**src/rtl/mul_seq_pkg.sv**
```systemverilog
// rtl/mul_seq_pkg.sv - shared types and constants for the nibble-serial multiplier
package mul_seq_pkg;

  typedef enum logic [1:0] {
    ST_IDLE = 2'd0,
    ST_CALC = 2'd1,
    ST_DONE = 2'd2
  } state_t;

  localparam int NIB_W = 4;
  localparam int PP_W  = 8;

  // One CALC cycle per nibble pair.
  function automatic int num_steps(input int opw);
    return (opw / NIB_W) * (opw / NIB_W);
  endfunction

endpackage

```
**src/rtl/nibble_mul4x4.sv**
```systemverilog
// rtl/nibble_mul4x4.sv - combinational 4x4 unsigned AND/full-adder array multiplier
module nibble_mul4x4 (
  input  logic [3:0] i_a,
  input  logic [3:0] i_b,
  output logic [7:0] o_p
);

  logic [3:0] w_pp  [4];
  logic [4:0] w_row [4];

  // Row j adds partial product j onto the upper bits of row j-1; each row retires one LSB.
  always_comb begin
    logic       w_carry;
    logic [3:0] w_addend;
    for (int j = 0; j < 4; j++) begin
      w_pp[j] = i_a & {4{i_b[j]}};
    end
    w_row[0] = {1'b0, w_pp[0]};
    for (int j = 1; j < 4; j++) begin
      w_carry  = 1'b0;
      w_addend = w_row[j-1][4:1];
      for (int k = 0; k < 4; k++) begin
        w_row[j][k] = w_addend[k] ^ w_pp[j][k] ^ w_carry;
        w_carry     = (w_addend[k] & w_pp[j][k]) | (w_carry & (w_addend[k] ^ w_pp[j][k]));
      end
      w_row[j][4] = w_carry;
    end
  end

  assign o_p = {w_row[3], w_row[2][0], w_row[1][0], w_row[0][0]};

endmodule

```
**src/rtl/mul_nibble_seq.sv**
```systemverilog
// rtl/mul_nibble_seq.sv - sequential OPW x OPW multiplier sharing one 4x4 array over all nibble pairs
// Optional MUL_ZERO_SKIP_EN: a zero operand skips CALC and goes straight to DONE with p=0.
module mul_nibble_seq
  import mul_seq_pkg::*;
#(
  parameter int OPW = 8
) (
  input  logic             i_clk,
  input  logic             i_rst,
  input  logic             i_in_valid,
  output logic             o_in_ready,
  input  logic [OPW-1:0]   i_a,
  input  logic [OPW-1:0]   i_b,
  output logic             o_out_valid,
  input  logic             i_out_ready,
  output logic [2*OPW-1:0] o_p,
  output logic             o_busy
);

  localparam int N      = OPW / NIB_W;
  localparam int STEPS  = num_steps(OPW);
  localparam int STEP_W = (STEPS > 1) ? $clog2(STEPS) : 1;
  localparam int ACC_W  = 2 * OPW;
  localparam logic [STEP_W-1:0] N_S    = STEP_W'(N);
  localparam logic [STEP_W-1:0] LAST_S = STEP_W'(STEPS - 1);

  state_t            r_state, w_state_nxt;
  logic [OPW-1:0]    r_a, r_b;
  logic [ACC_W-1:0]  r_acc, r_p, w_pp_shift, w_acc_nxt;
  logic [STEP_W-1:0] r_step, w_i, w_j;
  logic [NIB_W-1:0]  w_a_nib, w_b_nib;
  logic [PP_W-1:0]   w_pp;
  logic              w_accept, w_last, w_zero;

  // Step walks a-nibbles fastest: i = step mod N, j = step div N.
  assign w_i        = r_step % N_S;
  assign w_j        = r_step / N_S;
  assign w_a_nib    = NIB_W'(r_a >> (NIB_W * w_i));
  assign w_b_nib    = NIB_W'(r_b >> (NIB_W * w_j));
  assign w_pp_shift = ACC_W'(w_pp) << (NIB_W * (w_i + w_j));
  assign w_acc_nxt  = r_acc + w_pp_shift;
  assign w_last     = (r_step == LAST_S);
  assign w_accept   = i_in_valid && (r_state == ST_IDLE);

`ifdef MUL_ZERO_SKIP_EN
  assign w_zero = (i_a == '0) || (i_b == '0);
`else
  assign w_zero = 1'b0;
`endif

  nibble_mul4x4 u_mul (
    .i_a (w_a_nib),
    .i_b (w_b_nib),
    .o_p (w_pp)
  );

  always_comb begin
    w_state_nxt = r_state;
    o_in_ready  = 1'b0;
    o_out_valid = 1'b0;
    o_busy      = 1'b0;
    case (r_state)
      ST_IDLE: begin
        o_in_ready = 1'b1;
        if (i_in_valid) begin
          w_state_nxt = w_zero ? ST_DONE : ST_CALC;
        end
      end
      ST_CALC: begin
        o_busy = 1'b1;
        if (w_last) begin
          w_state_nxt = ST_DONE;
        end
      end
      ST_DONE: begin
        o_busy      = 1'b1;
        o_out_valid = 1'b1;
        if (i_out_ready) begin
          w_state_nxt = ST_IDLE;
        end
      end
      default: w_state_nxt = ST_IDLE;
    endcase
  end

  always_ff @(posedge i_clk or posedge i_rst) begin
    if (i_rst) begin
      r_state <= ST_IDLE;
      r_a     <= '0;
      r_b     <= '0;
      r_acc   <= '0;
      r_step  <= '0;
      r_p     <= '0;
    end else begin
      r_state <= w_state_nxt;
      case (r_state)
        ST_IDLE: begin
          if (w_accept) begin
            r_a    <= i_a;
            r_b    <= i_b;
            r_acc  <= '0;
            r_step <= '0;
            if (w_zero) begin
              r_p <= '0;
            end
          end
        end
        ST_CALC: begin
          r_acc <= w_acc_nxt;
          // p only moves on DONE entry so the sink never sees a partial sum.
          if (w_last) begin
            r_p <= w_acc_nxt;
          end else begin
            r_step <= r_step + 1'b1;
          end
        end
        default: ;
      endcase
    end
  end

  assign o_p = r_p;

endmodule

```
**config.mk**
```make
export PLATFORM = sky130hd
export DESIGN_NAME = mul_nibble_seq
export DESIGN_NICKNAME = d
export VERILOG_FILES = /design/src/rtl/mul_seq_pkg.sv /design/src/rtl/nibble_mul4x4.sv /design/src/rtl/mul_nibble_seq.sv
export SDC_FILE = /design/constraint.sdc
export NUM_CORES = 1
export LEC_CHECK = 0
export CAP_MARGIN = 20
export CORE_ASPECT_RATIO = 1.5
export CORE_MARGIN = 1
export CORE_UTILIZATION = 61
export DETAILED_ROUTE_END_ITERATION = 10
export PLACE_DENSITY = 0.86
export SKIP_CTS_REPAIR_TIMING = 1
export SYNTH_ARGS = -nofsm -noshare
export SYNTH_HDL_FRONTEND = slang
export SYNTH_HIERARCHICAL = 1
export SYNTH_SLANG_ARGS = --single-unit
```
**constraint.sdc**
```tcl
create_clock -name i_clk -period 14.68 [get_ports i_clk]
set_input_delay 4.404 -clock i_clk [delete_from_list [all_inputs] [get_ports i_clk]]
set_output_delay 4.404 -clock i_clk [all_outputs]
set_load 0.02 [all_outputs]
```
==> Yosys cells after proc, flatten, opt, wreduce, memory -nomap -nowiden <==
Cells that the tools add are included.
{ "totals": {"regBits": 52, "input_bits": 20, "output_inout_bits": 19} }
{ "op_classes": {"add_sub_neg": 3, "eq_ne": 8, "n_shift": 3, "muxes": 12, "n_bitwise": 52, "reduce_logical": 9} }
{ "op_table": {"columns": ["op", "n"], "rows": [
  ["case mux 16 bit (2 select lines)", 1],
  ["AND 1 bit", 20],
  ["bitwise XOR 1 bit", 20],
  ["adder 16 bit", 1],
  ["AND 4 bit", 4],
  ["two-way mux 16 bit", 1],
  ["<< shifter 8 x 4 -> 16 bit", 1],
  ["right shift 8 x 3 -> 4 bit", 2],
  ["two-way mux 2 bit", 5],
  ["!= test 2 bit, second input constant", 5],
  ["bitwise OR 1 bit", 8],
  ["case mux 2 bit (3 select lines)", 1],
  ["AND reduction 2 bit", 3],
  ["AND reduction 3 bit", 2],
  ["equality test 2 bit, second input constant", 2],
  ["case mux 2 bit (2 select lines)", 1],
  ["two-way mux 1 bit", 3],
  ["adder 1 x 1 -> 2 bit", 1],
  ["adder 2 x 1 -> 2 bit, second input constant", 1],
  ["equality test 2 x 1 -> 1 bit, second input constant", 1],
  ["logical NOT 2 bit", 1],
  ["nonzero test 2 bit", 1],
  ["OR reduction 2 bit", 1],
  ["logical AND 1 bit", 1]
]} }

==> Depth between registers and ports, before layout <==
Gate-level depths: netlist of run 1.
{ "logic_depth": {"word_depth": 20, "ltp_mapped": 24, "mapped_depth_nobuf": 22} }

==> By module <==
Netlist of run 1, hierarchy kept.
{ "modules_own_cells": {"columns": ["mod", "n_inst", "cells_each", "area_per_inst_um2", "seq_area_each_um2"], "rows": [
  ["mul_nibble_seq", 1, 299, 3099.2, 1301.2],
  ["nibble_mul4x4", 1, 40, 337.8, 0.0]
]} }

==> Least setup slack after synthesis of run 1 <==
Ideal clock, no wire load.
{ "synth_timing": {"kind": "register to register", "startpoint": "register r_step[0]", "endpoint": "register r_p[12], in the netlist o_p[12]", "setup_ns": 0.125, "arrival_time_ns": 5.949, "path_slack_ns": 8.605, "stages_incl_launch_ff": 24, "period_less_slack_ns": 6.075, "cell_sequence": "dfrtp_1 -> clkbuf_1 -> mux2_2 -> and2_1 -> ha_1 -> inv_1 -> fa_1 -> fa_1 -> inv_1 -> fa_1 -> fa_1 -> fa_1 -> inv_1 -> fa_1 -> fa_1 -> inv_1 -> mux2i_1 -> nor2_1 -> ha_1 -> or3_1 -> a311o_1 -> a221oi_2 -> xnor2_1 -> mux2_4"} }
{ "synth_lines": {"columns": ["element", "line", "source"], "rows": [
  ["start: declaration", "mul_nibble_seq.sv:30", "logic [STEP_W-1:0] r_step, w_i, w_j;"],
  ["start signal: assignment", "mul_nibble_seq.sv:114", "r_step <= r_step + 1'b1;"],
  ["right shift 8 x 3 -> 4 bit (*)", "mul_nibble_seq.sv:38", "assign w_a_nib = NIB_W'(r_a >> (NIB_W * w_i));"],
  ["named net w_a_nib[1]", "mul_nibble_seq.sv:31", "logic [NIB_W-1:0] w_a_nib, w_b_nib;"],
  ["AND 4 bit", "nibble_mul4x4.sv:16", "w_pp[j] = i_a & {4{i_b[j]}};"],
  ["AND 1 bit or bitwise XOR 1 bit (tied branches)", "nibble_mul4x4.sv:24, nibble_mul4x4.sv:23", null],
  ["AND 1 bit", "nibble_mul4x4.sv:24", "w_carry = (w_addend[k] & w_pp[j][k]) | (w_carry & (w_addend[k] ^ w_pp[j][k]));"],
  ["bitwise OR 1 bit", "nibble_mul4x4.sv:24", null],
  ["AND 1 bit or bitwise XOR 1 bit (tied branches)", "nibble_mul4x4.sv:24, nibble_mul4x4.sv:23", null],
  ["bitwise OR 1 bit or bitwise XOR 1 bit (tied branches)", "nibble_mul4x4.sv:24, nibble_mul4x4.sv:23", null],
  ["[... 4 more ...]", null, null],
  ["AND 1 bit or bitwise XOR 1 bit (tied branches)", "nibble_mul4x4.sv:24, nibble_mul4x4.sv:23", null],
  ["bitwise OR 1 bit or bitwise XOR 1 bit (tied branches)", "nibble_mul4x4.sv:24", null],
  ["AND 1 bit", "nibble_mul4x4.sv:24", null],
  ["bitwise OR 1 bit", "nibble_mul4x4.sv:24", null],
  ["bitwise XOR 1 bit (*)", "nibble_mul4x4.sv:23", "w_row[j][k] = w_addend[k] ^ w_pp[j][k] ^ w_carry;"],
  ["named net w_pp[6]", "mul_nibble_seq.sv:32", "logic [PP_W-1:0] w_pp;"],
  ["<< shifter 8 x 4 -> 16 bit (*)", "mul_nibble_seq.sv:40", "assign w_pp_shift = ACC_W'(w_pp) << (NIB_W * (w_i + w_j));"],
  ["adder 16 bit (*)", "mul_nibble_seq.sv:41", "assign w_acc_nxt = r_acc + w_pp_shift;"],
  ["end signal: assignment", "mul_nibble_seq.sv:112", "r_p <= w_acc_nxt;"],
  ["end: declaration", "mul_nibble_seq.sv:29", "logic [ACC_W-1:0] r_acc, r_p, w_pp_shift, w_acc_nxt;"]
]} }
The timed path passes the listed nets; every way through them passes the cells marked *.
A chain may end at the register's enable or synchronous reset.

==> Worst setup path in the final report of run 1 <==
{ "layout_timing": {"startpoint": "register r_step[1]", "endpoint": "register r_p[15], in the netlist o_p[15]"} }
{ "layout_lines": {"columns": ["element", "line", "source"], "rows": [
  ["right shift 8 x 3 -> 4 bit (*)", "mul_nibble_seq.sv:39", "assign w_b_nib = NIB_W'(r_b >> (NIB_W * w_j));"],
  ["named net w_b_nib[0]", "mul_nibble_seq.sv:31", null],
  ["AND 4 bit (*)", "nibble_mul4x4.sv:16", null],
  ["AND 1 bit or bitwise XOR 1 bit (tied branches)", "nibble_mul4x4.sv:24, nibble_mul4x4.sv:23", null],
  ["AND 1 bit", "nibble_mul4x4.sv:24", null],
  ["bitwise OR 1 bit", "nibble_mul4x4.sv:24", null],
  ["AND 1 bit or bitwise XOR 1 bit (tied branches)", "nibble_mul4x4.sv:24, nibble_mul4x4.sv:23", null],
  ["bitwise OR 1 bit or bitwise XOR 1 bit (tied branches)", "nibble_mul4x4.sv:24, nibble_mul4x4.sv:23", null],
  ["[... 4 more ...]", null, null],
  ["AND 1 bit or bitwise XOR 1 bit (tied branches)", "nibble_mul4x4.sv:24, nibble_mul4x4.sv:23", null],
  ["bitwise OR 1 bit or bitwise XOR 1 bit (tied branches)", "nibble_mul4x4.sv:24", null],
  ["AND 1 bit", "nibble_mul4x4.sv:24", null],
  ["bitwise OR 1 bit", "nibble_mul4x4.sv:24", null],
  ["bitwise XOR 1 bit (*)", "nibble_mul4x4.sv:23", null],
  ["named net w_pp[6]", "mul_nibble_seq.sv:32", null],
  ["<< shifter 8 x 4 -> 16 bit (*)", "mul_nibble_seq.sv:40", null],
  ["adder 16 bit (*)", "mul_nibble_seq.sv:41", null]
]} }
Marked as above.

==> results of run 1 <==
-- cells in the final DEF (no fill, tap or decap), types with 4 or more instances in the layout --
master / synthesis / layout
ha_1: 23 / 23
o21ai_0: 18 / 18
o2111ai_1: 4 / 4
nand2_1: 38 / 38
o311ai_0: 5 / 5
mux2_2: 31 / 31
and2_1: 15 / 15
nor2_1: 10 / 10
xnor2_1: 7 / 7
mux2i_1: 5 / 5
a21o_1: 6 / 6
clkdlybuf4s50_1: 0 / 38
clkbuf_8: 0 / 6
nor3_1: 4 / 4
a21oi_1: 16 / 16
a22o_1: 10 / 10
dfrtp_1: 52 / 52
nor2b_1: 9 / 9
fa_1: 9 / 9
inv_1: 17 / 16
-- per-stage QoR --
| stage | area, um2 | util (%) | setup WS (ns) |
|---|---|---|---|
| detailed placement | 3847 | 70.59 | 8.166 |
| finish | 3961 | 72.68 | 8.131 |
| global placement | 3847 | 70.59 | 8.481 |
| global route | 3961 | 72.68 | 7.770 |
| floorplan | 3437 | - | 8.606 |
| CTS | 3941 | 72.31 | 8.145 |
-- area by class of cell --
| cell class | count | area (um2) | share of cell area, % |
|---|---|---|---|
| flip-flops and latches | 52 | 1301 | 32.85 |
| clock inverters | 1 | 7.507 | 0.1895 |
| clock buffers | 7 | 86.33 | 2.179 |
| inverters | 17 | 63.81 | 1.611 |
| multi-input cells | 254 | 2007 | 50.66 |
| well taps | 70 | 87.58 | 2.211 |
| repair buffers | 40 | 407.9 | 10.30 |
-- state kept, by name, indices dropped and copies added (netlist names) --
signal,flops
r_acc,16
o_p,16
r_b,8
r_state,2
r_step,2
r_a,8
-- layer usage --
layer,share of wire (%),track usage (%)
met5,0,0
met2,53,47.94
met3,2.7,3.641
met4,4.8,15.72
met1,39,28.42
-- worst max-delay path, cell delays in order, from the launching register on --
cell and delay, ns:
dfrtp_1 0.47, mux2_2 0.31, and2_1 0.14, ha_1 0.13, inv_1 0.05, fa_1 0.37
fa_1 0.49, inv_1 0.05, fa_1 0.43, fa_1 0.40, fa_1 0.49, inv_1 0.05
fa_1 0.44, fa_1 0.49, inv_1 0.05, mux2i_1 0.20, nor2_1 0.08, ha_1 0.42
o211ai_1 0.16, nand2_1 0.13, a31oi_1 0.26, or2_2 0.37, o311ai_0 0.43
-- Yosys cell counts (3+ instances only) --
cell	instances
nand4_1	3
buf_2	3
and2_1	15
ha_1	23
a21o_1	6
o211ai_1	3
nor2_1	10
xor2_1	3
o2111ai_1	4
clkbuf_1	12
a22o_1	10
mux2_2	31
fa_1	9
nor3_1	4
a21oi_1	16
and3_1	3
xnor2_1	7
inv_1	17
o311ai_0	5
mux2i_1	5
o21ai_0	18
nor2b_1	9
dfrtp_1	52
nand2_1	38
-- cells by family (layout without fill, tap and decap cells) --
group / Yosys count / after routing
simple gates: 92 / 92
compound gates: 83 / 83
flops: 52 / 52
mux: 37 / 37
buf+inv: 33 / 65
fa+ha+maj: 32 / 32
xor+xnor: 10 / 10
-- path summary, 6_finish.rpt --
kind / from / end / slack (ns) / depth (start not counted)
setup / recovery: r_step[1]$_DFFE_PP0P_ / o_p[15]$_DFFE_PP0P_ / 8.13 / 22
hold / removal: o_p[8]$_DFFE_PP0P_ / o_p[8]$_DFFE_PP0P_ / 0.48 / 2
setup reg to reg: r_step[1]$_DFFE_PP0P_ / o_p[15]$_DFFE_PP0P_ / 8.13 / 22
max in group asynchronous: i_rst / r_acc[7]$_DFFE_PP0P_ / 9.80 / 3
hold reg to reg: o_p[8]$_DFFE_PP0P_ / o_p[8]$_DFFE_PP0P_ / 0.48 / 2
min in group asynchronous: i_rst / r_b[0]$_DFFE_PP0P_ / 4.37 / 2
==> run_results.csv, run 1 <==
group,metric,value,unit
routing,dr.pass1.iters,4,
clock_network,cts_sinks,52,
floorplan,fp-row-count,33,
sta,hold_violations,0,
floorplan,die-height,93.93,um
synthesis,ys.flop_type,"dfrtp_1",
synthesis,synth_cell_types,48,
sta,tns,0,ns
final_layout,layout-drive-gt1-share,12.67,%
placement,io_buffer_count,38,
routing,drc,0,
sta,tightest_slew,0.6903,ns
synthesis,yosysWarnings,6,
final_layout,nNetsFinal,422,
routing,wire_per_inst,16.42,um
routing,wirelength,7.240,mm
placement,place_inst,432,
worst_setup_path,cp.required,14.84,ns
synthesis,synth_fa_ha_area_share,13.61,%
final_layout,antenna-diode-count,0,
clock_network,clock_tree.buffer_depth,2,
flow_run,max_cap_violations,0,
routing,postRouteAntennaNets,0,
floorplan,chipWidth,63.29,um
synthesis,synth_nets,391,
worst_setup_path,cp-end-kind,"flip-flop",
synthesis,ys_ff_latch,52,
synthesis,synth-seq-area-share,37.86,%
final_layout,fin_cells,441,
grt,antenna_found_initial,0,
synthesis,synth_top_family_by_area,"compound AO/OA/AOI/OAI gates",
sta,fin_crit,6.549,ns
grt,grt_pass1_vias,2615,
final_layout,syn_to_final_growth,15.25,%
clock_network,clk-insertion-delay-late,0.31,ns
clock_network,cts_tree,"done",
synthesis,synthXorXnorAreaFrac,2.548,%
worst_setup_path,startpoint_type,"flip-flop",
sta,slew_headroom,53.76,%
grt,grt_max_degree,53,
synthesis,synth_compound_area_share,17.04,%
worst_setup_path,critPathMaxFanout,7,
grt,grt_remaining_overflow,0,
synthesis,synth_cells,339,
clock_network,cts_buffers,5,
sta,rsz0062_at_grt,"no",
synthesis,synthMuxAreaShare,12.05,%
synthesis,synth-simple-area-share,13.14,%
floorplan,coreArea,0.005450,mm2
sta,setup_viol,0,
routing,drt_iter0_drc,99,
clock_network,h-tree-depth,2,
synthesis,synth-edff-count,0,
grt,grt_pass1_wl,11.96,mm
placement,gp_congestion,0.9618,
final_layout,fillers,405,
synthesis,synth_area_leaders,"dfrtp_1 38%, mux2_2 10%, ha_1 8.4%, fa_1 5.2%, nand2_1 4.1%",
synthesis,syn_area_per_cell,10.14,um2
clock_network,cts_root_buf,"clkbuf_8",
placement,dp_hpwl,5.576,mm
floorplan,start_util,63.06,%
sta,slew_violations,0,
routing,avgViaCountPerCell,6.011,
worst_hold_path,hp-class,"reg -> reg",
routing,num_vias,2651,
sta,finClkSkew,0.005125,ns
floorplan,dieArea,0.005945,mm2
grt,grt_use_total,26.25,%
synthesis,synth_top_cell_by_area,"dfrtp_1",
worst_setup_path,crit_arrival,6.71,ns
sta,holdWs,0.4843,ns
clock_network,clkTransAtPathRegs,0.09,ns
synthesis,mappedNetlistArea,0.003437,mm2
worst_setup_path,critPathKind,"reg -> reg",
sta,fmax,152.7,MHz
status,outcome,"completed",
synthesis,synth_top_area_share,37.86,%
sta,period_share,44.61,%
floorplan,io_pins,39,
synthesis,async_flop_share,100.0,%
Power of run 1 is left out: the tool's default activity adds up to more than one toggle a clock period on the data nets, which glitch-free logic cannot reach.
==> inputs of run 2 (changes only) <==
--- a/config.mk
+++ b/config.mk
@@ -8,9 +8,9 @@
 export CAP_MARGIN = 20
 export CORE_ASPECT_RATIO = 1.5
 export CORE_MARGIN = 1
-export CORE_UTILIZATION = 61
+export CORE_UTILIZATION = 57
 export DETAILED_ROUTE_END_ITERATION = 10
-export PLACE_DENSITY = 0.86
+export PLACE_DENSITY = 0.81
 export SKIP_CTS_REPAIR_TIMING = 1
 export SYNTH_ARGS = -nofsm -noshare
 export SYNTH_HDL_FRONTEND = slang
==> constraint.sdc (replaced) <==
create_clock -name i_clk -period 6.35 [get_ports i_clk]
set_input_delay 1.905 -clock i_clk [delete_from_list [all_inputs] [get_ports i_clk]]
set_output_delay 1.905 -clock i_clk [all_outputs]
set_load 0.02 [all_outputs]
==> run 2 against run 1 <==
Compared with the run above:
- register-to-register slack got worse by 7.9 ns
- clock skew rose by 0.0026 ns
- maximum frequency rose by 6.3%
- count of clock-buffer cells in the layout fell by 2
- global-route usage fell by 0.67 points
- sequential share of layout area fell by 0.99 points
- wire length rose by 4.9%
- hold slack got worse by 0.0022 ns
- non-clock buffer count rose by 9
- critical path depth did not move
- cell area rose by 3.2%
- critical endpoint is now o_p[12]$_DFFE_PP0P_
- largest cell class unchanged
==> run_results.csv, run 2 (same netlist as run 1, synthesis figures left out) <==
group,metric,value,unit
floorplan,coreArea,0.005828,mm2
clock_network,clock_tree.buffer_depth,2,
sta,finClkSkew,0.007766,ns
worst_setup_path,critPathKind,"reg -> reg",
routing,num_vias,2662,
final_layout,nNetsFinal,431,
sta,slew_violations,0,
worst_setup_path,crit_arrival,6.37,ns
sta,rsz0062_at_grt,"no",
worst_setup_path,rrSetupSlack,0.19,ns
routing,drc,0,
worst_setup_path,r2r_cells,22,
floorplan,dieArea,0.006351,mm2
flow_run,max_cap_violations,0,
final_layout,fillers,439,
worst_hold_path,worst_hold_startpoint,"o_p[8]$_DFFE_PP0P_",
placement,io_buffer_count,38,
worst_setup_path,critPathMaxFanout,5,
grt,grt_pass1_vias,2749,
worst_setup_path,worstReg2RegStart,"r_step[0]$_DFFE_PP0P_",
final_layout,postLayoutCellArea,0.004089,mm2
status,outcome,"completed",
grt,grt_max_degree,53,
clock_network,clkTransAtPathRegs,0.10,ns
placement,place_inst,439,
clock_network,clk-insertion-delay-late,0.32,ns
floorplan,fp-row-count,34,
sta,hold_violations,0,
routing,avgViaCountPerCell,5.889,
floorplan,die-height,97.11,um
floorplan,start_util,58.97,%
final_layout,post-route-util,70.16,%
routing,postRouteAntennaNets,0,
clock_network,h-tree-depth,2,
grt,grt_remaining_overflow,0,
final_layout,layout_commonest_cell,"dfrtp_1",
sta,tightest_slew,0.6467,ns
sta,fin_crit,6.162,ns
routing,wire_per_inst,16.80,um
final_layout,layout-drive-gt1-share,17.63,%
floorplan,chipWidth,65.40,um
grt,antenna_found_initial,0,
worst_setup_path,cp.required,6.56,ns
placement,gp_congestion,0.9856,
sta,fmax,162.3,MHz
routing,dr.pass1.iters,4,
clock_network,cts_tree,"done",
placement,dpl_cell_area,0.003887,mm2
sta,setup_viol,0,
final_layout,multi_input_area,0.002046,mm2
sta,period_share,97.03,%
worst_hold_path,hp-class,"reg -> reg",
sta,slew_headroom,56.78,%
clock_network,cts_sinks,52,
worst_hold_path,min_to,"o_p[8]$_DFFE_PP0P_",
final_layout,antenna-diode-count,0,
placement,dp_hpwl,5.790,mm
clock_network,cts_buffers,5,
grt,grt_pass1_wl,12.49,mm
final_layout,fin_cells,452,
final_layout,ff_latch_area,0.001303,mm2
worst_hold_path,whs_path_depth,2,
worst_setup_path,cp-end-kind,"flip-flop",
final_layout,syn_to_final_growth,18.97,%
final_layout,layout_common_cells,"51 x dfrtp_1, 38 x nand2_1, 38 x clkdlybuf4s50_1, 29 x mux2_2, 21 x ha_1",
routing,wirelength,7.593,mm
clock_network,cts_root_buf,"clkbuf_8",
routing,drt_iter0_drc,164,
worst_setup_path,r2r-end,"o_p[12]$_DFFE_PP0P_",
sta,holdWs,0.4821,ns
grt,grt_use_total,25.58,%
floorplan,io_pins,39,
worst_setup_path,startpoint_type,"flip-flop",
run 2: stage by stage:
stage	setup slack [ns]	TNS [ns]
2_1_floorplan	0.2755	0
3_3_place_gp	0.08115	0
3_5_place_dp	-0.07098	-0.1165
4_1_cts	-0.09583	-0.1744
5_1_grt	0.0003482	0
6_report	0.1884	0
run 2: routing by layer:
| layer | GRT usage, % | vias to the layer above | share of wire, % |
|---|---|---|---|
| met5 | 0 | - | 0 |
| met4 | 13.88 | 0 | 4.4 |
| met3 | 4.695 | 29 | 2.9 |
| met2 | 45.84 | 60 | 54 |
| met1 | 27.21 | 1280 | 38 |
| li1 | - | 1293 | - |
run 2: how the worst max path moves through the flow:
stage                     slack [ns]             startpoint               endpoint  depth (start not counted)
after floorplan                 0.28  r_step[0]$_DFFE_PP0P_    o_p[12]$_DFFE_PP0P_                         23
after global placement          0.08  r_step[0]$_DFFE_PP0P_    o_p[14]$_DFFE_PP0P_                         23
after detailed placement       -0.07  r_step[0]$_DFFE_PP0P_  r_acc[14]$_DFFE_PP0P_                         23
after CTS                       -0.1  r_step[0]$_DFFE_PP0P_  r_acc[14]$_DFFE_PP0P_                         23
after global routing          0.0003  r_step[0]$_DFFE_PP0P_    o_p[12]$_DFFE_PP0P_                         22
final                           0.19  r_step[0]$_DFFE_PP0P_    o_p[12]$_DFFE_PP0P_                         22
run 2: layout make-up:
cell class,instances,share of cell area (%)
multi-input combinational,254,50.03
sequential,52,31.85
timing repair buffer,49,11.63
tap,72,2.203
clock buffer,5,1.683
inverter,17,1.561
clock inverter,3,1.040
run 2: critical path, stage by stage (launching register included):
cell,delay (ns)
dfrtp_2,0.44
mux2_2,0.26
and2_1,0.13
ha_1,0.15
inv_1,0.06
fa_2,0.34
fa_1,0.49
inv_1,0.06
fa_1,0.43
fa_2,0.53
inv_1,0.05
fa_1,0.43
fa_2,0.35
fa_1,0.48
inv_1,0.05
mux2i_1,0.16
nor2_1,0.07
ha_2,0.23
or3_1,0.34
a311o_1,0.36
a221oi_2,0.26
xnor2_1,0.13
mux2_4,0.26
Power of run 2 is left out for the same reason.
==> inputs of run 3 (changes only) <==
--- a/config.mk
+++ b/config.mk
@@ -5,7 +5,6 @@
 export SDC_FILE = /design/constraint.sdc
 export NUM_CORES = 1
 export LEC_CHECK = 0
-export CAP_MARGIN = 20
 export CORE_ASPECT_RATIO = 1.5
 export CORE_MARGIN = 1
 export CORE_UTILIZATION = 57
==> run 3 against run 2 <==
Compared with the run above:
- clock skew up 0.0042 ns
- critical path depth unchanged
- sequential share of layout area up 0.16 points
- register-to-register slack about the same
- global-route usage unchanged
- first-iteration DRC count up 15%
- count of clock-buffer cells in the layout unchanged
- largest cell class unchanged
==> run_results.csv, run 3 (same netlist as run 1, synthesis figures left out) <==
group,metric,value,unit
status,outcome,"completed",
sta,setup_viol,0,
worst_setup_path,cp-end-kind,"flip-flop",
sta,tightest_slew,1.075,ns
sta,slew_violations,0,
sta,finClkSkew,0.01200,ns
routing,wirelength,7.572,mm
worst_setup_path,cpPeakStageDelay,0.53,ns
routing,dr.pass1.iters,4,
routing,drc,0,
floorplan,fp-row-count,34,
routing,drt_iter0_drc,188,
routing,num_vias,2686,
floorplan,dieArea,0.006351,mm2
worst_setup_path,rrSetupSlack,0.19,ns
grt,antenna_found_initial,0,
grt,grt_pass1_wl,12.49,mm
clock_network,cts_root_buf,"clkbuf_8",
sta,hold_violations,0,
routing,avgViaCountPerCell,5.956,
final_layout,fillers,443,
grt,grt_max_degree,53,
floorplan,die-height,97.11,um
clock_network,clkTransAtPathRegs,0.10,ns
floorplan,start_util,58.97,%
placement,gp_congestion,0.9856,
sta,fmax,162.2,MHz
clock_network,clk-insertion-delay-late,0.32,ns
grt,grt_pass1_vias,2749,
floorplan,chipWidth,65.40,um
sta,tns,0,ns
final_layout,syn_to_final_growth,18.38,%
clock_network,cts_buffers,5,
worst_setup_path,slowest_stage,"fa_2",
clock_network,cts_tree,"done",
final_layout,layout_commonest_cell,"dfrtp_1",
final_layout,layout-drive-gt1-share,17.41,%
sta,rsz0062_at_grt,"no",
worst_setup_path,crit_arrival,6.38,ns
worst_setup_path,critPathMaxFanout,5,
worst_setup_path,crit_chain,"mux2_4, and2_1, ha_1, inv_1, fa_2, fa_1, inv_1, fa_1, fa_2, inv_1, fa_1, fa_2, fa_1, inv_1, mux2i_1, nor2_1, ha_2, or3_1, a311o_1, a221oi_2, xnor2_1, mux2_4",
worst_setup_path,cp.required,6.56,ns
flow_run,max_cap_violations,0,
final_layout,antenna-diode-count,0,
grt,grt_use_total,25.58,%
placement,io_buffer_count,38,
clock_network,clock_tree.buffer_depth,2,
worst_setup_path,startpoint_type,"flip-flop",
clock_network,cts_sinks,52,
final_layout,layout_common_cells,"51 x dfrtp_1, 38 x nand2_1, 38 x clkdlybuf4s50_1, 29 x mux2_2, 21 x ha_1",
floorplan,coreArea,0.005828,mm2
routing,wire_per_inst,16.79,um
worst_setup_path,critPathKind,"reg -> reg",
placement,dp_hpwl,5.790,mm
final_layout,nNetsFinal,430,
sta,fin_crit,6.165,ns
sta,slew_headroom,28.32,%
floorplan,io_pins,39,
grt,grt_remaining_overflow,0,
sta,period_share,97.09,%
routing,postRouteAntennaNets,0,
worst_hold_path,hp-class,"reg -> reg",
clock_network,h-tree-depth,2,
==> run 3: cell count changes in the layout (fill, tap and decap cells not counted), sizes merged <==
cell	before	now
buf	11	10
==> run 3: cell type report <==
| class | count | area [um2] | area share (%) |
|---|---|---|---|
| Multi-Input combinational cell | 254 | 2046 | 50.28 |
| Sequential cell | 52 | 1303 | 32.01 |
| Timing Repair Buffer | 48 | 455.4 | 11.19 |
| Tap cell | 72 | 90.09 | 2.214 |
| Clock buffer | 5 | 68.82 | 1.691 |
| Inverter | 17 | 63.81 | 1.568 |
| Clock inverter | 3 | 42.54 | 1.046 |
==> run 3: layer usage <==
layer  part of all wire (%)  wire length [um]  vias up  track usage [%]
li1                       -                 -     1291                -
met5                      0                 0        -                0
met1                     39              2924     1296            27.21
met2                     54              4069       69            45.84
met4                    4.5               338        0            13.88
met3                    3.2               240       30            4.695
==> run 3: final timing paths <==
path | endpoint | from | depth (start not counted)
worst max register to register | o_p[12]$_DFFE_PP0P_ | r_step[1]$_DFFE_PP0P_ | 22
worst min register to register | o_p[8]$_DFFE_PP0P_ | o_p[8]$_DFFE_PP0P_ | 2
min in group asynchronous | r_b[0]$_DFFE_PP0P_ | i_rst | 2
max in group asynchronous | r_step[0]$_DFFE_PP0P_ | i_rst | 2
worst min-delay path | o_p[8]$_DFFE_PP0P_ | o_p[8]$_DFFE_PP0P_ | 2
worst max-delay path | o_p[12]$_DFFE_PP0P_ | r_step[1]$_DFFE_PP0P_ | 22
==> run 3: stage by stage <==
step | hold slack (ns) | cells | instance area (um2) | utilization (%) | setup WS (ns)
floorplan | 0.4551 | 339 | 3437 | - | 0.2755
global placement | 0.4587 | 439 | 3887 | 66.70 | 0.08115
detailed placement | 0.4690 | 439 | 3887 | 66.70 | -0.07098
CTS | 0.4898 | 447 | 3999 | 68.61 | -0.09583
global route | 0.5229 | 451 | 4069 | 69.82 | 0.0008660
finish | 0.4827 | 451 | 4069 | 69.82 | 0.1850
==> run 3: worst max-delay path: cells and delay by family, from the launching register on <==
family / cells / cell delay (ns)
xor+xnor: 1 / 0.13
flops: 1 / 0.45
fa+ha+maj: 9 / 3.44
buf+inv: 4 / 0.22
mux: 3 / 0.68
simple gates: 3 / 0.54
compound gates: 2 / 0.62
Power of run 3 is left out for the same reason.
==> patch 1, RTL diff (settings of run 3) <==
Encoding of `state_t`: now one-hot (3 bits for 3 states).
--- a/src/rtl/mul_seq_pkg.sv
+++ b/src/rtl/mul_seq_pkg.sv
@@ -2,8 +2,8 @@
 package mul_seq_pkg;
 
-  typedef enum logic [1:0] {
-    ST_IDLE = 2'd0,
-    ST_CALC = 2'd1,
-    ST_DONE = 2'd2
+  typedef enum logic [2:0] {
+    ST_IDLE = 3'b001,
+    ST_CALC = 3'b010,
+    ST_DONE = 3'b100
   } state_t;
 
Function: no difference found for any inputs over 4 cycles, from zero or initial values and one cycle with i_rst high; so few cycles prove little.
==> patch 1 against run 3 <==
  * Synthesized area shrank 2.2%
  * Worst setup slack improved by 0.11 ns
  * Wire length fell by 8.2%
  * Via count is 4.4% lower
  * Global-route usage decreased by 0.84 points
  * Sequential share of layout area up 1.3 points
  * Sequential cell count rose by 1
  * Cell area fell by 1.9%
  * Cell count shrank 0.44%
  * Largest cell class unchanged
  * Highest routed layer unchanged
Power is left out: the tool's default activity adds up to more than one toggle a clock period on the data nets, which glitch-free logic cannot reach.
==> patch 1: results (changes against run 3) <==
status = finished clean
layout cells sized above 1 = 16.4% (-1.1 points)
min-delay src = o_p[4]$_DFFE_PP0P_
XOR/XNOR Fraction of Synth Area = 3.83% (+1.3 points)
global-route wire length before repair = 11700 um (-6.2%)
Worst EP arrival = 6.21 ns (-0.17 ns)
mux contribution to synthesized area = 11.2% (-0.88 points)
GRT Total Usage = 24.7% (-0.84 points)
Layout fillers = 445 (+0.45%)
via/cell ratio = 5.72 (-4.0%)
Post-Syn Area per Cell = 9.88 sq um (-2.5%)
slowest cell delay on critical path = 0.49 ns (-0.04 ns)
detailed placement HPWL = 5330 um (-7.9%)
largest fanout on the critical path = 6 (+1)
Synthesized Nets = 389 (-0.51%)
RePlAce Congestion = 0.942 (-4.5%)
largest net degree at the start of global routing = 54 (+1.9%)
total number of vias = 2567 (-4.4%)
Final min period = 6.05 ns (-0.114 ns)
post-place instance area = 3800 sq um (-2.2%)
WHS Endpoint = o_p[4]$_DFFE_PP0P_
drt wl/cell = 15.5 um (-7.8%)
adder-cell area share of the yosys netlist = 12.8% (-0.81 points)
Placed Instances = 438 (-0.23%)
vias in the first global route = 2664 (-3.1%)
Post-Place Worst Slack = 0.0691 ns (+0.140 ns)
final core utilization = 71.6% (+1.8 points)
Final Hold Slack = 0.483 ns (+0.000626 ns)
crit path capture = o_p[14]$_DFFE_PP0P_
Root Driver = clkbuf_8
Synth cell types = 46 (-4.2%)
Seq/Total Area, Yosys = 39.5% (+1.6 points)
final clock skew = 0.0105 ns (-0.00146 ns)
drt initial violations = 114 (-39%)
CP max-delay cell = fa_1
nets = 428 (-0.47%)
==> patch 1: layer usage <==
layer / track usage, % / vias up / routed length, um
li1: - / 1254 / -
met1: 25.5 / 1253 / 2780
met2: 48.1 / 44 / 3850
met3: 3.91 / 16 / 141
met4: 11.3 / 0 / 176
met5: 0 / - / 0
==> patch 1: cells by family (layout without fill, tap and decap cells) <==
kind of cell             Yosys count  after routing
AND/OR/NAND/NOR                  116            116
AO/OA/AOI/OAI                     68             68
flip-flops                        53             53
multiplexers                      34             34
adder cells (fa/ha/maj)           29             29
buffers and inverters             27             66
XOR/XNOR                          13             13
==> patch 1: layout make-up <==
cell class	count	share of cell area, %
clock buffers	7	2.16
well taps	70	2.19
multi-input cells	260	50.3
repair buffers	44	10.7
flip-flops and latches	53	33.3
inverters	15	1.41
==> patch 1: tightest hold or removal path, delay by kind of cell (launching register included) <==
| kind | cells | cell delay (ns) |
|---|---|---|
| simple gates | 1 | 0.05 |
| flops | 1 | 0.35 |
| compound gates | 1 | 0.06 |
==> patch 2, RTL diff (flow settings as in run 3) <==
Made on the original files. The parameter `OPW` goes from 8 to 4.
--- a/src/rtl/mul_nibble_seq.sv
+++ b/src/rtl/mul_nibble_seq.sv
@@ -4,5 +4,5 @@
   import mul_seq_pkg::*;
 #(
-  parameter int OPW = 8
+  parameter int OPW = 4
 ) (
   input  logic             i_clk,
Interface: changed (resized i_a, i_b and o_p); port bits go from 39 to 23. No check against the original RTL was run, so the function may have changed too.
==> patch 2 against run 3 <==
  * Synthesized area fell by 43%
  * First-iteration DRC count fell by 73%
  * Cell area fell by 45%
  * Sequential cell count fell by 26
  * Via count fell by 44%
  * Worst setup slack improved by 0.76 ns
  * Clock skew fell by 0.0080 ns
  * Wire length fell by 46%
  * Sequential share of layout area fell by 3.2 points
  * Cell count fell by 42%
  * Die area fell by 42%
Power is left out: the tool's default activity adds up to more than one toggle a clock period on the data nets, which glitch-free logic cannot reach.
==> patch 2: results (changes against run 3) <==
drt wl/cell = 15.7 um (-6.5%)
share of flip-flops with an asynchronous set or reset = 100% (unchanged)
detailed placement HPWL = 3210 um (-45%)
nets = 256 (-40%)
Hold/Removal Path Class = flop to flop
global-route wire length before repair = 6880 um (-45%)
cts bufs inserted = 3 (-2)
Slew headroom = 33.5% (+5.2 points)
CP max-delay cell = fa_1
Post-Place Worst Slack = 0.951 ns (+1.02 ns)
clk_lat worst skew = 0.27 ns (-0.05 ns)
final clock skew = 0.00403 ns (-0.00797 ns)
CTS Buffer Depth = 2 (unchanged)
drt total wl = 4080 um (-46%)
I/O Buffers = 22 (-42%)
cell count after synthesis = 198 (-42%)
H-tree Lvls = 1 (-1)
most frequent cells after synthesis = dfrtp_1 (26), inv_1 (25), nand2_1 (19)
largest fanout on the critical path = 5 (unchanged)
Seq/Total Area, Yosys = 33.3% (-4.5 points)
vias in the first global route = 1503 (-45%)
synth top area cells = dfrtp_1 (33%), fa_1 (9.2%), ha_1 (9.0%), mux2_2 (6.9%), inv_1 (4.8%)
ANT cells = 0 (unchanged)
slowest cell delay on critical path = 0.49 ns (-0.04 ns)
Root Driver = clkbuf_8
yosys warns = 6 (unchanged)
Synthesized Nets = 233 (-40%)
Clock transition at path regs = 0.09 ns
status = finished clean
RePlAce Congestion = 0.844 (-14%)
Worst EP arrival = 5.57 ns (-0.81 ns)
layout cells sized above 1 = 11.4% (-6.1 points)
drt initial violations = 51 (-73%)
via/cell ratio = 5.83 (-2.0%)
GRT Total Usage = 24.8% (-0.73 points)
largest net degree at the start of global routing = 27 (-49%)
Synth cell types = 42 (-13%)
cell family contributing the most delay on the critical path = adder cells
TritonRoute pass-1 iters = 4 (unchanged)
## patch 2: changes by cell type after synthesis, moves of 9 or more
cell,before,now
clkbuf_1,12,0
dfrtp_1,52,26
a22o_1,10,0
mux2_2,31,12
ha_1,23,14
nand2_1,38,19
## patch 2: worst paths after layout
| kind | from | end | slack, ns | cells after the start |
|---|---|---|---|---|
| max | r_b[0]$_DFFE_PP0P_ | r_acc[7]$_DFFE_PP0P_ | 0.94 | 19 |
| min | o_p[5]$_DFFE_PP0P_ | o_p[5]$_DFFE_PP0P_ | 0.50 | 2 |
| max reg2reg | r_b[0]$_DFFE_PP0P_ | r_acc[7]$_DFFE_PP0P_ | 0.94 | 19 |
| min reg2reg | o_p[5]$_DFFE_PP0P_ | o_p[5]$_DFFE_PP0P_ | 0.50 | 2 |
| max in group asynchronous | i_rst | r_a[2]$_DFFE_PP0P_ | 3.59 | 2 |
| min in group asynchronous | i_rst | r_b[1]$_DFFE_PP0P_ | 2.16 | 2 |
## patch 2: cells by family after synthesis
family | synth area share [%]
fa+ha+maj | 18.2
mux | 8.97
xor+xnor | 2.50
compound gates | 15.8
flops | 33.3
buf+inv | 6.15
simple gates | 15.1
## patch 2: metrics by stage
step | hold WS (ns) | cell area, sq um
floorplan | 0.475 | 1950
global placement | 0.469 | 2200
detailed placement | 0.476 | 2200
CTS | 0.500 | 2250
global route | 0.531 | 2250
finish | 0.496 | 2250
## patch 2: per-layer routing
| metal | global-route usage (%) | up-vias | wire length, um |
|---|---|---|---|
| li1 | - | 718 | - |
| met5 | 0 | - | 0 |
| met3 | 1.86 | 5 | 86 |
| met4 | 6.67 | 0 | 48 |
| met2 | 47.4 | 32 | 2290 |
| met1 | 29.4 | 762 | 1650 |
## patch 2: cell type report
class	instances	area, sq um
multi-input combinational	142	1180
fill	234	967
sequential	26	651
timing repair buffer	22	220
inverter	26	97.6
clock buffer	4	55.1
tap	40	50.0
## patch 2: worst min-delay path, delay by kind of cell (launching register included)
family / cells / cell delay, ns
AOI/OAI and AO/OA: 1 / 0.06
DFF: 1 / 0.35
and+or+nand+nor: 1 / 0.05
